==> src/rtl/uart_pkg.sv <==
// Shared UART definitions: transmitter state encoding and the line levels
// used for idle/stop and start bits.
package uart_pkg;

   typedef enum logic [2:0] {
      IDLE,
      ALIGN,
      START,
      DATA,
      PARITY,
      STOP
   } tx_state_t;

   localparam logic UART_IDLE_LEVEL  = 1'b1;
   localparam logic UART_START_LEVEL = 1'b0;

endpackage

==> src/rtl/ce_uart_tx_if.sv <==
// Parallel-side handshake of the UART transmitter.
// Handshake: a word transfers on every rising clk edge where tx_valid and
// tx_ready are both high. tx_data is only looked at on that edge; the producer
// may change or drop tx_valid/tx_data freely while tx_ready is low.
interface ce_uart_tx_if #(
   parameter int DATA_BITS = 8
);

   logic [DATA_BITS-1:0] tx_data;
   logic                 tx_valid;
   logic                 tx_ready;

   modport master (
      output tx_data,
      output tx_valid,
      input  tx_ready
   );

   modport slave (
      input  tx_data,
      input  tx_valid,
      output tx_ready
   );

endinterface

==> src/rtl/ce_uart_tx.sv <==
// Serial transmitter driven by a baud-rate clock enable. Bytes arrive over the
// ce_uart_tx_if handshake and leave LSB-first on tx, one bit per baud_ce.
// Optional feature: define UART_TX_PARITY_EN to insert a parity bit between
// the last data bit and the stop bit(s) (PARITY_ODD selects odd parity).
module ce_uart_tx
   import uart_pkg::*;
#(
   parameter int DATA_BITS  = 8,
   parameter int STOP_BITS  = 1,
   parameter int PARITY_ODD = 0
) (
   input  logic       clk,
   input  logic       reset_n,
   input  logic       baud_ce,
   ce_uart_tx_if.slave bus,
   output logic       tx,
   output logic       busy,
   output tx_state_t  state_dbg
);

   localparam int CNT_W = $clog2(DATA_BITS);
   localparam logic [CNT_W-1:0] BIT_LAST  = CNT_W'(DATA_BITS - 1);
   localparam logic             STOP_LAST = 1'(STOP_BITS - 1);

   tx_state_t            state_q, state_d;
   logic [DATA_BITS-1:0] shift_q, shift_d;
   logic [CNT_W-1:0]     bitcnt_q, bitcnt_d;
   logic                 stopcnt_q, stopcnt_d;
   logic                 tx_q, tx_d;

`ifdef UART_TX_PARITY_EN
   logic                 par_q, par_d;
`else
   // PARITY_ODD only matters when the parity bit is compiled in.
   logic unused_parity_odd;
   assign unused_parity_odd = (PARITY_ODD != 0);
`endif

   // State, shifter, counters and the registered line output.
   always_ff @(posedge clk or negedge reset_n) begin
      if (!reset_n) begin
         state_q   <= IDLE;
         shift_q   <= '0;
         bitcnt_q  <= '0;
         stopcnt_q <= 1'b0;
         tx_q      <= UART_IDLE_LEVEL;
`ifdef UART_TX_PARITY_EN
         par_q     <= 1'b0;
`endif
      end else begin
         state_q   <= state_d;
         shift_q   <= shift_d;
         bitcnt_q  <= bitcnt_d;
         stopcnt_q <= stopcnt_d;
         tx_q      <= tx_d;
`ifdef UART_TX_PARITY_EN
         par_q     <= par_d;
`endif
      end
   end

   // Next-state and next line level; everything except the accept in IDLE
   // moves only on baud_ce, so the bits stay on the baud grid.
   always_comb begin
      state_d   = state_q;
      shift_d   = shift_q;
      bitcnt_d  = bitcnt_q;
      stopcnt_d = stopcnt_q;
      tx_d      = tx_q;
`ifdef UART_TX_PARITY_EN
      par_d     = par_q;
`endif
      case (state_q)
         IDLE: begin
            tx_d = UART_IDLE_LEVEL;
            // Accept ignores baud_ce; ALIGN waits for the next pulse so the
            // start bit always lasts a full bit period.
            if (bus.tx_valid) begin
               shift_d = bus.tx_data;
`ifdef UART_TX_PARITY_EN
               par_d   = (^bus.tx_data) ^ (PARITY_ODD != 0);
`endif
               state_d = ALIGN;
            end
         end
         ALIGN: begin
            if (baud_ce) begin
               tx_d    = UART_START_LEVEL;
               state_d = START;
            end
         end
         START: begin
            if (baud_ce) begin
               tx_d     = shift_q[0];
               bitcnt_d = '0;
               state_d  = DATA;
            end
         end
         DATA: begin
            if (baud_ce) begin
               if (bitcnt_q == BIT_LAST) begin
                  stopcnt_d = 1'b0;
`ifdef UART_TX_PARITY_EN
                  tx_d      = par_q;
                  state_d   = PARITY;
`else
                  tx_d      = UART_IDLE_LEVEL;
                  state_d   = STOP;
`endif
               end else begin
                  shift_d  = shift_q >> 1;
                  tx_d     = shift_q[1];
                  bitcnt_d = bitcnt_q + CNT_W'(1);
               end
            end
         end
         PARITY: begin
`ifdef UART_TX_PARITY_EN
            if (baud_ce) begin
               tx_d    = UART_IDLE_LEVEL;
               state_d = STOP;
            end
`else
            state_d = IDLE;
`endif
         end
         STOP: begin
            if (baud_ce) begin
               if (stopcnt_q == STOP_LAST) begin
                  state_d = IDLE;
               end else begin
                  stopcnt_d = stopcnt_q + 1'b1;
               end
            end
         end
         default: state_d = IDLE;
      endcase
   end

   assign bus.tx_ready = (state_q == IDLE);
   assign busy         = (state_q != IDLE);
   assign tx           = tx_q;
   assign state_dbg    = state_q;

endmodule

==> src/flat_wrapper.sv <==
// flat-port wrapper written by rule: the top's interface ports become plain ports
module ce_uart_tx_flat import uart_pkg::*;
#(
   parameter int DATA_BITS  = 8,
   parameter int STOP_BITS  = 1,
   parameter int PARITY_ODD = 0
)
  (clk, reset_n, baud_ce, tx, busy, state_dbg, bus_tx_data, bus_tx_valid, bus_tx_ready);
  ce_uart_tx_if #(.DATA_BITS(DATA_BITS)) bus_i ();
  input  logic clk;
  input  logic reset_n;
  input  logic baud_ce;
  output logic tx;
  output logic busy;
  output tx_state_t state_dbg;
  input wire logic [$bits(bus_i.tx_data)-1:0] bus_tx_data;
  input wire logic [$bits(bus_i.tx_valid)-1:0] bus_tx_valid;
  output wire logic [$bits(bus_i.tx_ready)-1:0] bus_tx_ready;
  assign bus_i.tx_data = bus_tx_data;
  assign bus_i.tx_valid = bus_tx_valid;
  assign bus_tx_ready = bus_i.tx_ready;
  ce_uart_tx #(.DATA_BITS(DATA_BITS), .STOP_BITS(STOP_BITS), .PARITY_ODD(PARITY_ODD)) u_core (.clk(clk), .reset_n(reset_n), .baud_ce(baud_ce), .bus(bus_i), .tx(tx), .busy(busy), .state_dbg(state_dbg));
endmodule
==> config.mk <==
export PLATFORM = sky130hd
export DESIGN_NAME = ce_uart_tx_flat
export DESIGN_NICKNAME = d
export VERILOG_FILES = /design/src/rtl/uart_pkg.sv /design/src/rtl/ce_uart_tx_if.sv /design/src/rtl/ce_uart_tx.sv /design/src/flat_wrapper.sv
export SDC_FILE = /design/constraint.sdc
export NUM_CORES = 1
export LEC_CHECK = 0
export ABC_AREA = 1
export CAP_MARGIN = 0
export CORE_MARGIN = 2
export CORE_UTILIZATION = 54
export DETAILED_ROUTE_END_ITERATION = 7
export GPL_ROUTABILITY_DRIVEN = 0
export HOLD_SLACK_MARGIN = 0.08
export PLACE_DENSITY = 0.88
export RECOVER_POWER = 50
export SLEW_MARGIN = 10
export SYNTH_ARGS = -nofsm -noshare
export SYNTH_HDL_FRONTEND = slang
export SYNTH_SLANG_ARGS = --single-unit
==> constraint.sdc <==
create_clock -name clk -period 3.65 [get_ports clk]
set_clock_uncertainty 0.1 [all_clocks]
set_input_delay 0.73 -clock clk [delete_from_list [all_inputs] [get_ports clk]]
set_output_delay 0.73 -clock clk [all_outputs]
set_load 0.01 [all_outputs]
# == After elaboration in Yosys (flattened, before gate mapping) ==
# Cells that the tools add are included.
# word_totals
reg_bits,16
in_bits,12
output_inout_bits,6
elab_cells,57
# classes
add_sub_neg,2
eq_ne,13
n_mux,26
n_reduce_logical,11
# ops
cell,count
2-to-1 mux 3 bit,10
2-to-1 mux 8 bit,3
case mux 8 bit (2 select lines),1
AND reduction 4 bit,4
case mux 3 bit (5 select lines),1
!= test 2 bit (second input constant),7
2-to-1 mux 1 bit,8
AND reduction 7 bit,1
equality test 3 x 2 -> 1 bit (second input constant),2
equality test 3 bit (second input constant),2
case mux 3 bit (2 select lines),1
nonzero test 2 bit,3
case mux 1 bit (4 select lines),1
nonzero test 4 bit,1
adder 3 x 1 -> 3 bit (second input constant),1
equality test 3 x 1 -> 1 bit (second input constant),1
zero test 3 bit,1
nonzero test 3 bit,1
!= test 2 x 1 -> 1 bit (second input constant),1
case mux 1 bit (2 select lines),1
adder 1 bit (second input constant),1

# == Longest topological paths before layout ==
# Gate-level depths: netlist of run 1.
# depth
word_depth,4
mapped_depth,8
ltp_nobuf,7

# == Least setup slack after synthesis of run 1 ==
# OpenSTA, ideal clock, no wires.
# synth_timing
path_type,reg-to-output
from,register u_core.state_q[0] (netlist: u_core.state_dbg[0])
to,output bus_tx_ready
arrival_ns,0.855
setup_slack_ns,1.965
path_stages_with_launch,4
n_path_buf,0
cell_sequence,dfrtp_1 nor2_2 nand2_2 inv_2
# synth_between
elab_chain_cells,1
# synth_rtl
element,line_no,rtl
start: declaration,ce_uart_tx.sv:25,"tx_state_t state_q, state_d;"
start signal: assignment,ce_uart_tx.sv:51,state_q <= state_d;
zero test 3 bit,ce_uart_tx.sv:140,assign bus.tx_ready = (state_q == IDLE);
end: declaration,flat_wrapper.sv:18,output wire logic [$bits(bus_i.tx_ready)-1:0] bus_tx_ready;
# Every way passes these cells.

# == Worst setup path in the final report of run 1 ==
# layout_timing
from,register u_core.state_q[2] (netlist: u_core.state_dbg[2])
to,output bus_tx_ready
# Same word-level chain as after synthesis.

==> reports/results.tsv, run 1 <==
stage	metric	value	unit
grt	grt_max_degree	16	
timing	hold_viol_final	0	
drt	wirelength	1792	µm
hold_path	hold_path.class	reg2reg	
placed_design	dpl_worst_slack	1.477	ns
cts	clk_latency	0.30	ns
critical_path	cpLargestDelayFamily	buffers and inverters	
grt	grt_pass1_vias	729	
floorplan	coreArea	1559	µm²
grt	grt-ovfl-total	0	
cts	root_buffer	clkbuf_4	
cts	clk_pin_slew	0.10	ns
critical_path	cp_max_fo	8	
logic_synthesis	syn_nets	130	
power_and_ir_drop	p_int	485.2	µW
logic_synthesis	yosys_warnings	0	
power_and_ir_drop	power.density	794.0	nW/µm²
logic_synthesis	synth_seq_cells	15	
power_and_ir_drop	p_switching	399.9	µW
cts	numCtsBuffers	3	
drt	ant_nets	0	
drt	dr.pass1.iters	4	
layout	final_cell_mix	nand2_1, clkdlybuf4s50_1, inv_1, dfrtp_1, o21ai_0	
timing	final-setup-viol-count	0	
drt	routedWlPerCell	11.87	µm
critical_path	cp_slowest_cell	clkdlybuf4s50_1	
critical_path	cp-start-kind	flip-flop	
floorplan	die_h	45.33	µm
power_and_ir_drop	power_frac_comb	0.546	
drt	vias	786	
layout	final-seq-area	376.6	µm²
timing	tns	0	ns
logic_synthesis	syn_inst	116	
critical_path	rr_worst_depth	7	
timing	relSlewSlack	0.5478	
critical_path	required	2.82	ns
layout	final_util	0.7151	
critical_path	cpPeakStageDelay	0.53	ns
cts	cts_tree	yes	
cts	cts.hold.buffers_added	0	
power_and_ir_drop	switching_share	0.4519	
cts	cts_htree_levels	1	
critical_path	end_kind	primary output	
grt	grt_antenna_before_repair	0	
layout	postLayoutCellArea	1115	µm²
cts	cts_setup_buffers	0	
grt	grt_usage	0.2142	
cts	cts_sinks	15	
layout	drive_gt1_frac	0.1852	
floorplan	num_io_pins	18	
critical_path	critPathLaunch	u_core.state_dbg[2]$_DFFE_PN0P_	
logic_synthesis	yosysSeqAreaShare	0.4084	
placed_design	dp_hpwl	1372	µm
layout	syn2layout_area_growth	20.90	%
layout	nets	150	
flow_run	maxCapViolations	0	
critical_path	timing.rr.start	u_core.bitcnt_q[0]$_DFFE_PN0P_	
timing	rsz0062_at_grt	no	
critical_path	cp_num_cells	4	
timing	fin_crit	2.492	ns
placed_design	portBuffers	17	
layout	fillerInstances	125	
power_and_ir_drop	power_frac_seq	0.340	
placed_design	dpl_cell_area	1087	µm²
layout	final_common_cell	nand2_1	
floorplan	die_w	45.33	µm
timing	fin_crit_sh	0.6828	
power_and_ir_drop	clkPwrFrac	0.114	
timing	final.setup.worst_slack	1.158	ns
floorplan	start_util	0.5915	
critical_path	rrSetupSlack	2.01	ns
outcome	status	completed	
logic_synthesis	synth.distinct_cells	20	
cts	cts_resized	0	
layout	antennaDiodeCount	0	
drt	drc	0	
timing	slew_viol_final	0	
floorplan	num_rows	14	
logic_synthesis	avgSynthCellArea	7.949	µm²
cts	clk_path_buf_depth	2	
power_and_ir_drop	power.leakage	0.0005710	µW
timing	fmax	401.3	MHz
power_and_ir_drop	vdd_ir_drop_max	450.9	µV
logic_synthesis	synthTopCellsByArea	dfrtp_1, nand2_1, inv_1	
floorplan	die-area	2054	µm²
layout	multiInputGateArea	460.4	µm²
grt	grt_first_pass_wirelength	3056	µm
logic_synthesis	synthesis.area	922.1	µm²
timing	tightestPinTransition	0.6761	ns
logic_synthesis	netlist.area_leader.share	0.3799	
critical_path	worstSetupPathType	reg2out	
critical_path	path_cells	nor2_2, nand2_2, inv_2, clkdlybuf4s50_1	
critical_path	path_buf_inv	2	
drt	via_per_inst	5.205	
logic_synthesis	synth_area_leader_cell	dfrtp_1	
drt	drt_iter0_drc	18	
critical_path	crit_end	bus_tx_ready	
critical_path	r2r_end	u_core.shift_q[7]$_DFFE_PN0P_	
critical_path	worstPathArrival	1.66	ns
==> cell type report <==
type                       instances  area share
inverter                          16     0.05387
multi-input combinational         83      0.4130
timing repair buffer              17      0.1526
tap                               16     0.01796
clock inverter                     1    0.004489
sequential                        15      0.3378
clock buffer                       3     0.02020
==> layer usage <==
layer,part of all wire,vias to the layer above,wire length [µm],global-route usage
met5,0,-,0,0
met4,0.020,0,35,0.1235
li1,-,405,-,-
met3,0.049,5,87,0.04800
met1,0.46,353,826,0.2744
met2,0.47,23,842,0.3314
==> logic make-up (layout without fill, tap and decap cells) <==
group,count (synthesis),in the layout,share of synthesized area
AOI/OAI and AO/OA,17,17,0.1181
buffers and inverters,18,37,0.09226
and+or+nand+nor,64,64,0.3542
adders and majority gates,2,2,0.02713
DFF,15,15,0.4084
==> metrics by stage <==
step | std cells | hold WS [ns] | power (µW)
final | 151 | 0.3960 | 885.1
after floorplan | 116 | 0.3344 | 665.0
after detailed placement | 147 | 0.3771 | 788.7
after global placement | 147 | 0.3577 | 766.4
after CTS | 151 | 0.3982 | 889.2
after global routing | 151 | 0.4060 | 964.0
==> registers in the layout, summed over array words and instances, names as in the netlist <==
signal	flops
u_core.bitcnt_q	3
u_core.tx	1
u_core.state_dbg	3
u_core.shift_q	8
==> synth_stat cells <==
master / n
nor2_8: 1
dfstp_2: 1
o21ai_0: 10
dfrtp_1: 14
nand3_4: 1
nand3_1: 9
ha_1: 2
nand2_4: 3
nor2_1: 6
nand4_1: 1
buf_2: 1
inv_2: 2
o21ai_2: 6
or2_0: 1
nand2_2: 6
nand2_1: 35
a31oi_1: 1
nor2_2: 1
inv_1: 14
buf_12: 1
==> power groups by stage <==
| stage | clock network, µW | registers [µW] | logic [µW] |
|---|---|---|---|
| 2_1_floorplan | 0 | 305 | 360 |
| 3_3_place_gp | 0 | 299 | 467 |
| 3_5_place_dp | 0 | 305 | 484 |
| 4_1_cts | 103 | 301 | 486 |
| 5_1_grt | 110 | 308 | 546 |
| 6_report | 101 | 301 | 483 |
==> how the worst min path moves through the flow <==
stage	slack, ns	start	cells after the start	end
after detailed placement	0.38	u_core.bitcnt_q[1]$_DFFE_PN0P_	2	u_core.bitcnt_q[1]$_DFFE_PN0P_
after global placement	0.36	u_core.bitcnt_q[1]$_DFFE_PN0P_	2	u_core.bitcnt_q[1]$_DFFE_PN0P_
final	0.40	u_core.bitcnt_q[1]$_DFFE_PN0P_	2	u_core.bitcnt_q[1]$_DFFE_PN0P_
after CTS	0.40	u_core.bitcnt_q[1]$_DFFE_PN0P_	2	u_core.bitcnt_q[1]$_DFFE_PN0P_
after floorplan	0.33	reset_n	0	u_core.bitcnt_q[0]$_DFFE_PN0P_
after global routing	0.41	u_core.bitcnt_q[1]$_DFFE_PN0P_	2	u_core.bitcnt_q[1]$_DFFE_PN0P_
==> worst reg2reg max path, delay by kind of cell (launching register included) <==
kind                       cells  cell delay, ns
and+or+nand+nor                4            0.53
AOI/OAI and AO/OA              1            0.06
DFF                            1            0.40
adders and majority gates      2            0.48
No activity file was read; power rests on OpenSTA's default activity.
==> run 2, diff against run 1 <==
- CORE_UTILIZATION: 54 -> 50
- PLACE_DENSITY: 0.88 -> 0.83
- clock period: 3.65 -> 2.5 ns (I/O delays scaled with it)
==> run 2 against run 1 <==
Effect of this change:
- clock power grew 42%
- cell area grew 1.0%
- worst hold slack lost 0.015 ns
- critical endpoint unchanged
==> reports/results.tsv, run 2 (synthesis results as in run 1) <==
stage	metric	value	unit
cts	cts.hold.buffers_added	0	
critical_path	path_buf_inv	2	
drt	drt_iter0_drc	20	
timing	fmax	440.7	MHz
cts	root_buffer	clkbuf_4	
floorplan	num_rows	15	
layout	nets	150	
cts	cts_sinks	15	
floorplan	coreArea	1727	µm²
drt	routedWlPerCell	10.88	µm
power_and_ir_drop	p_total	1287	µW
critical_path	worstPathArrival	1.67	ns
drt	ant_nets	0	
critical_path	worstSetupPathType	reg2out	
drt	dr.pass1.iters	4	
critical_path	cp_slowest_cell	clkdlybuf4s50_1	
layout	postLayoutCellArea	1126	µm²
grt	grt_first_pass_wirelength	2884	µm
drt	drc	0	
timing	slew_viol_final	0	
critical_path	cp-start-kind	flip-flop	
cts	cts_tree	yes	
layout	final_common_cell	nand2_1	
critical_path	required	1.90	ns
outcome	status	completed	
placed_design	dp_hpwl	1292	µm
timing	relSlewSlack	0.5458	
critical_path	rrSetupSlack	0.84	ns
timing	fin_crit_sh	0.9077	
hold_path	hold_path.class	reg2reg	
flow_run	maxCapViolations	0	
critical_path	end_kind	primary output	
floorplan	die_h	46.95	µm
grt	grt_usage	0.1875	
critical_path	path_cells	nor2_2, nand2_2, inv_2, clkdlybuf4s50_1	
cts	clk_pin_slew	0.09	ns
critical_path	cp_max_fo	7	
layout	final_cell_mix	nand2_1, clkdlybuf4s50_1, inv_1, dfrtp_1, o21ai_0	
grt	grt-ovfl-total	0	
cts	cts_resized	0	
drt	vias	787	
layout	drive_gt1_frac	0.1852	
layout	syn2layout_area_growth	22.12	%
timing	final-setup-viol-count	0	
placed_design	portBuffers	17	
cts	clk_path_buf_depth	2	
placed_design	dpl_cell_area	1099	µm²
timing	rsz0062_at_grt	no	
cts	cts_htree_levels	1	
floorplan	die_w	46.95	µm
grt	grt_max_degree	16	
drt	wirelength	1741	µm
timing	tightestPinTransition	0.6791	ns
layout	antennaDiodeCount	0	
critical_path	cpLargestDelayFamily	buffers and inverters	
timing	fin_crit	2.269	ns
power_and_ir_drop	vdd_ir_drop_max	596.9	µV
floorplan	die-area	2204	µm²
floorplan	start_util	0.5341	
cts	clk_latency	0.29	ns
floorplan	num_io_pins	18	
grt	grt_antenna_before_repair	0	
layout	top_register	u_core.shift_q	
layout	largest_reg_flops	8	
critical_path	cpPeakStageDelay	0.53	ns
power_and_ir_drop	power.leakage	0.0005710	µW
drt	via_per_inst	4.919	
cts	cts_setup_buffers	0	
cts	numCtsBuffers	3	
power_and_ir_drop	power.density	1143	nW/µm²
timing	tns	0	ns
grt	grt_pass1_vias	709	
timing	hold_viol_final	0	
run 2: final cells by class:
class	instances	area (µm²)
clock buffers	3	22.52
clock inverters	1	5.005
fillers	146	600.6
inverters	16	60.06
multi-input cells	83	460.4
flip-flops and latches	15	376.6
well taps	25	31.28
repair buffers	17	170.2
run 2: routing by layer:
| layer | wire (µm) | vias up | track usage |
|---|---|---|---|
| met5 | 0 | - | 0 |
| met4 | 18 | 0 | 0.06667 |
| met3 | 69 | 2 | 0.04615 |
| met2 | 864 | 18 | 0.3370 |
| met1 | 789 | 364 | 0.2150 |
| li1 | - | 403 | - |
run 2: worst paths after layout:
check                                                startpoint                        endpoint  cells after the start
worst max-delay path            u_core.state_dbg[0]$_DFFE_PN0P_                    bus_tx_ready                      4
worst min-delay path             u_core.bitcnt_q[1]$_DFFE_PN0P_  u_core.bitcnt_q[1]$_DFFE_PN0P_                      2
worst max register to register   u_core.bitcnt_q[0]$_DFFE_PN0P_   u_core.shift_q[6]$_DFFE_PN0P_                      7
worst min register to register   u_core.bitcnt_q[1]$_DFFE_PN0P_  u_core.bitcnt_q[1]$_DFFE_PN0P_                      2
max in group asynchronous                               reset_n   u_core.shift_q[1]$_DFFE_PN0P_                      1
min in group asynchronous                               reset_n   u_core.shift_q[2]$_DFFE_PN0P_                      1
run 2: metrics by stage:
stage	utilization	std cells	setup WS (ns)	hold slack (ns)
after floorplan	-	116	0.9846	0.1044
after global placement	0.6362	156	0.5993	0.3576
after detailed placement	0.6362	156	0.5694	0.3703
after CTS	0.6522	160	0.2332	0.3899
after global routing	0.6522	160	0.1241	0.4235
final	0.6522	160	0.2307	0.3812
run 2: tightest hold or removal path, cell delays in order (launching register included):
cell and delay [ns]:
dfrtp_1 0.35, nand2_1 0.05, nand2_1 0.05
run 2: power breakdown:
group / internal, µW / switching [µW]
combinational: 292 / 410
sequential: 357 / 84.4
clock: 59.6 / 83.0
total: 709 / 578
==> run 3, diff against run 2 <==
- ABC_AREA: 1 -> unset
- CORE_UTILIZATION: 50 -> 49
- PLACE_DENSITY: 0.83 -> 0.82
==> run 3 against run 2 <==
Effect of this change:
- cell area is 4.8% lower
- die area is 5.4% lower
- sequential share of layout area is 1.7 points higher
- wire length is 15% lower
- combinational power is 6.3% lower
- global-route usage is 2.1 points lower
- register-to-register slack worse by 0.42 ns
- synthesized cell count is 34% lower
- clock power is 6% lower
- critical path depth is 1 lower
- non-clock buffer count is 4 higher
- critical endpoint unchanged
- largest power group unchanged
==> reports/results.tsv, run 3 <==
stage	metric	value	unit
outcome	status	completed	
power_and_ir_drop	power.density	1126	nW/µm²
timing	slew_viol_final	0	
grt	grt_antenna_before_repair	0	
layout	final_common_cell	clkdlybuf4s50_1	
logic_synthesis	yosysMostFrequentCell	dfrtp_1	
logic_synthesis	avgSynthCellArea	11.19	µm²
cts	cts_htree_levels	1	
layout	largest_reg_flops	8	
logic_synthesis	netlist.area_leader.share	0.4118	
floorplan	start_util	0.5094	
logic_synthesis	yosysSeqAreaShare	0.4426	
cts	cts_tree	yes	
cts	root_buffer	clkbuf_4	
layout	syn2layout_area_growth	26.03	%
layout	final_cell_mix	clkdlybuf4s50_1, dfrtp_1, mux2_2	
grt	grt-ovfl-total	0	
grt	grt_usage	0.1664	
cts	cts.hold.buffers_added	0	
power_and_ir_drop	power.leakage	0.0004706	µW
logic_synthesis	synth_area_leader_cell	dfrtp_1	
timing	relSlewSlack	0.5482	
logic_synthesis	syn_nets	90	
timing	rsz0062_at_grt	no	
layout	final_util	0.6419	
power_and_ir_drop	vdd_ir_drop_max	518.2	µV
hold_path	hold_path.class	reg2reg	
layout	drive_gt1_frac	0.2371	
timing	final-setup-viol-count	0	
timing	tightestPinTransition	0.6754	ns
critical_path	end_kind	primary output	
layout	fin_cells	114	
floorplan	die_h	45.67	µm
drt	routedWlPerCell	12.96	µm
timing	fmax	450.6	MHz
layout	postLayoutCellArea	1072	µm²
logic_synthesis	synthesis.area	850.8	µm²
cts	cts_sinks	15	
layout	antennaDiodeCount	0	
drt	vias	629	
cts	clk_path_buf_depth	2	
grt	grt_max_degree	16	
logic_synthesis	yosys_warnings	0	
timing	fin_crit	2.220	ns
floorplan	num_io_pins	18	
floorplan	num_rows	15	
layout	top_register	u_core.shift_q	
critical_path	worstPathArrival	1.62	ns
logic_synthesis	synthTopCellsByArea	dfrtp_1, mux2_2, mux2i_1	
logic_synthesis	synth_commonest_cells	dfrtp_1, mux2_2, o21ai_0	
cts	clk_latency	0.28	ns
grt	grt_pass1_vias	572	
critical_path	cp-start-kind	flip-flop	
logic_synthesis	synthFlopType	dfrtp_1	
cts	numCtsBuffers	3	
placed_design	dpl_cell_area	1052	µm²
floorplan	die-area	2086	µm²
placed_design	dpl.cell_count	110	
placed_design	dp_hpwl	1107	µm
timing	fin_crit_sh	0.8878	
drt	via_per_inst	5.518	
layout	fillerInstances	146	
placed_design	portBuffers	17	
timing	hold_viol_final	0	
logic_synthesis	ys_async_sr_fraction	1.000	
drt	ant_nets	0	
critical_path	path_cells	or3_1, inv_1, clkdlybuf4s50_1	
critical_path	cpLargestDelayFamily	buffers and inverters	
critical_path	worstSetupPathType	reg2out	
drt	drc	0	
critical_path	path_buf_inv	2	
critical_path	required	1.90	ns
logic_synthesis	synth_edf_count	0	
logic_synthesis	syn_inst	76	
flow_run	maxCapViolations	0	
power_and_ir_drop	p_total	1208	µW
cts	cts_setup_buffers	0	
logic_synthesis	synth.distinct_cells	29	
cts	clk_pin_slew	0.08	ns
drt	dr.pass1.iters	4	
layout	nets	112	
floorplan	coreArea	1670	µm²
drt	wirelength	1477	µm
critical_path	cp_max_fo	2	
cts	cts_resized	0	
logic_synthesis	synth_seq_cells	15	
grt	grt_first_pass_wirelength	2463	µm
drt	drt_iter0_drc	12	
critical_path	cp_slowest_cell	clkdlybuf4s50_1	
timing	tns	0	ns
critical_path	cpPeakStageDelay	0.52	ns
layout	multiInputGateArea	436.7	µm²
floorplan	die_w	45.67	µm
layout	final-seq-area	376.6	µm²
[run 3: per-stage QoR]
step / setup WS, ns / hold slack, ns
2_1_floorplan: 0.4951 / 0.1044
3_3_place_gp: 0.2777 / 0.3880
3_5_place_dp: 0.2745 / 0.3988
4_1_cts: 0.2628 / 0.4194
5_1_grt: 0.1954 / 0.4431
6_report: 0.2805 / 0.4151
[run 3: metal layers]
layer / part of all wire / vias to the layer above / track usage
met5: 0 / - / 0
met4: 0.012 / 0 / 0.07059
met3: 0.038 / 4 / 0.03571
met2: 0.48 / 16 / 0.2648
met1: 0.46 / 297 / 0.2164
li1: - / 312 / -
[run 3: worst reg2reg max path, delay by kind of cell, from the launching register on]
kind	cells	cell delay (ns)
simple gates	1	0.27
flops	1	0.41
mux	1	0.38
fa+ha+maj	2	0.49
compound gates	1	0.33
[run 3: cell type report]
type | instances | area share
inverters | 4 | 0.01400
flip-flops and latches | 15 | 0.3512
multi-input cells | 53 | 0.4072
repair buffers | 21 | 0.1832
clock buffers | 4 | 0.02450
well taps | 17 | 0.01984
[run 3: kinds of logic after synthesis]
group,count (synthesis),share of synthesized area
compound gates,15,0.1338
simple gates,21,0.1588
flops,15,0.4427
fa+ha+maj,2,0.02941
buf+inv,8,0.04117
mux,15,0.1941
[run 3: final timing paths]
path | startpoint | end | slack [ns] | cells after the start
worst max-delay path | u_core.state_dbg[0]$_DFFE_PN0P_ | bus_tx_ready | 0.28 | 3
worst min-delay path | u_core.shift_q[6]$_DFFE_PN0P_ | u_core.shift_q[6]$_DFFE_PN0P_ | 0.42 | 1
worst max register to register | u_core.bitcnt_q[0]$_DFFE_PN0P_ | u_core.shift_q[1]$_DFFE_PN0P_ | 0.42 | 5
worst min register to register | u_core.shift_q[6]$_DFFE_PN0P_ | u_core.shift_q[6]$_DFFE_PN0P_ | 0.42 | 1
max in group asynchronous | reset_n | u_core.bitcnt_q[1]$_DFFE_PN0P_ | 1.28 | 1
min in group asynchronous | reset_n | u_core.shift_q[7]$_DFFE_PN0P_ | 0.59 | 1
[run 3: power breakdown]
part / switching, µW / internal [µW]
logic: 282 / 376
clock network: 73.3 / 61.9
registers: 59.8 / 355
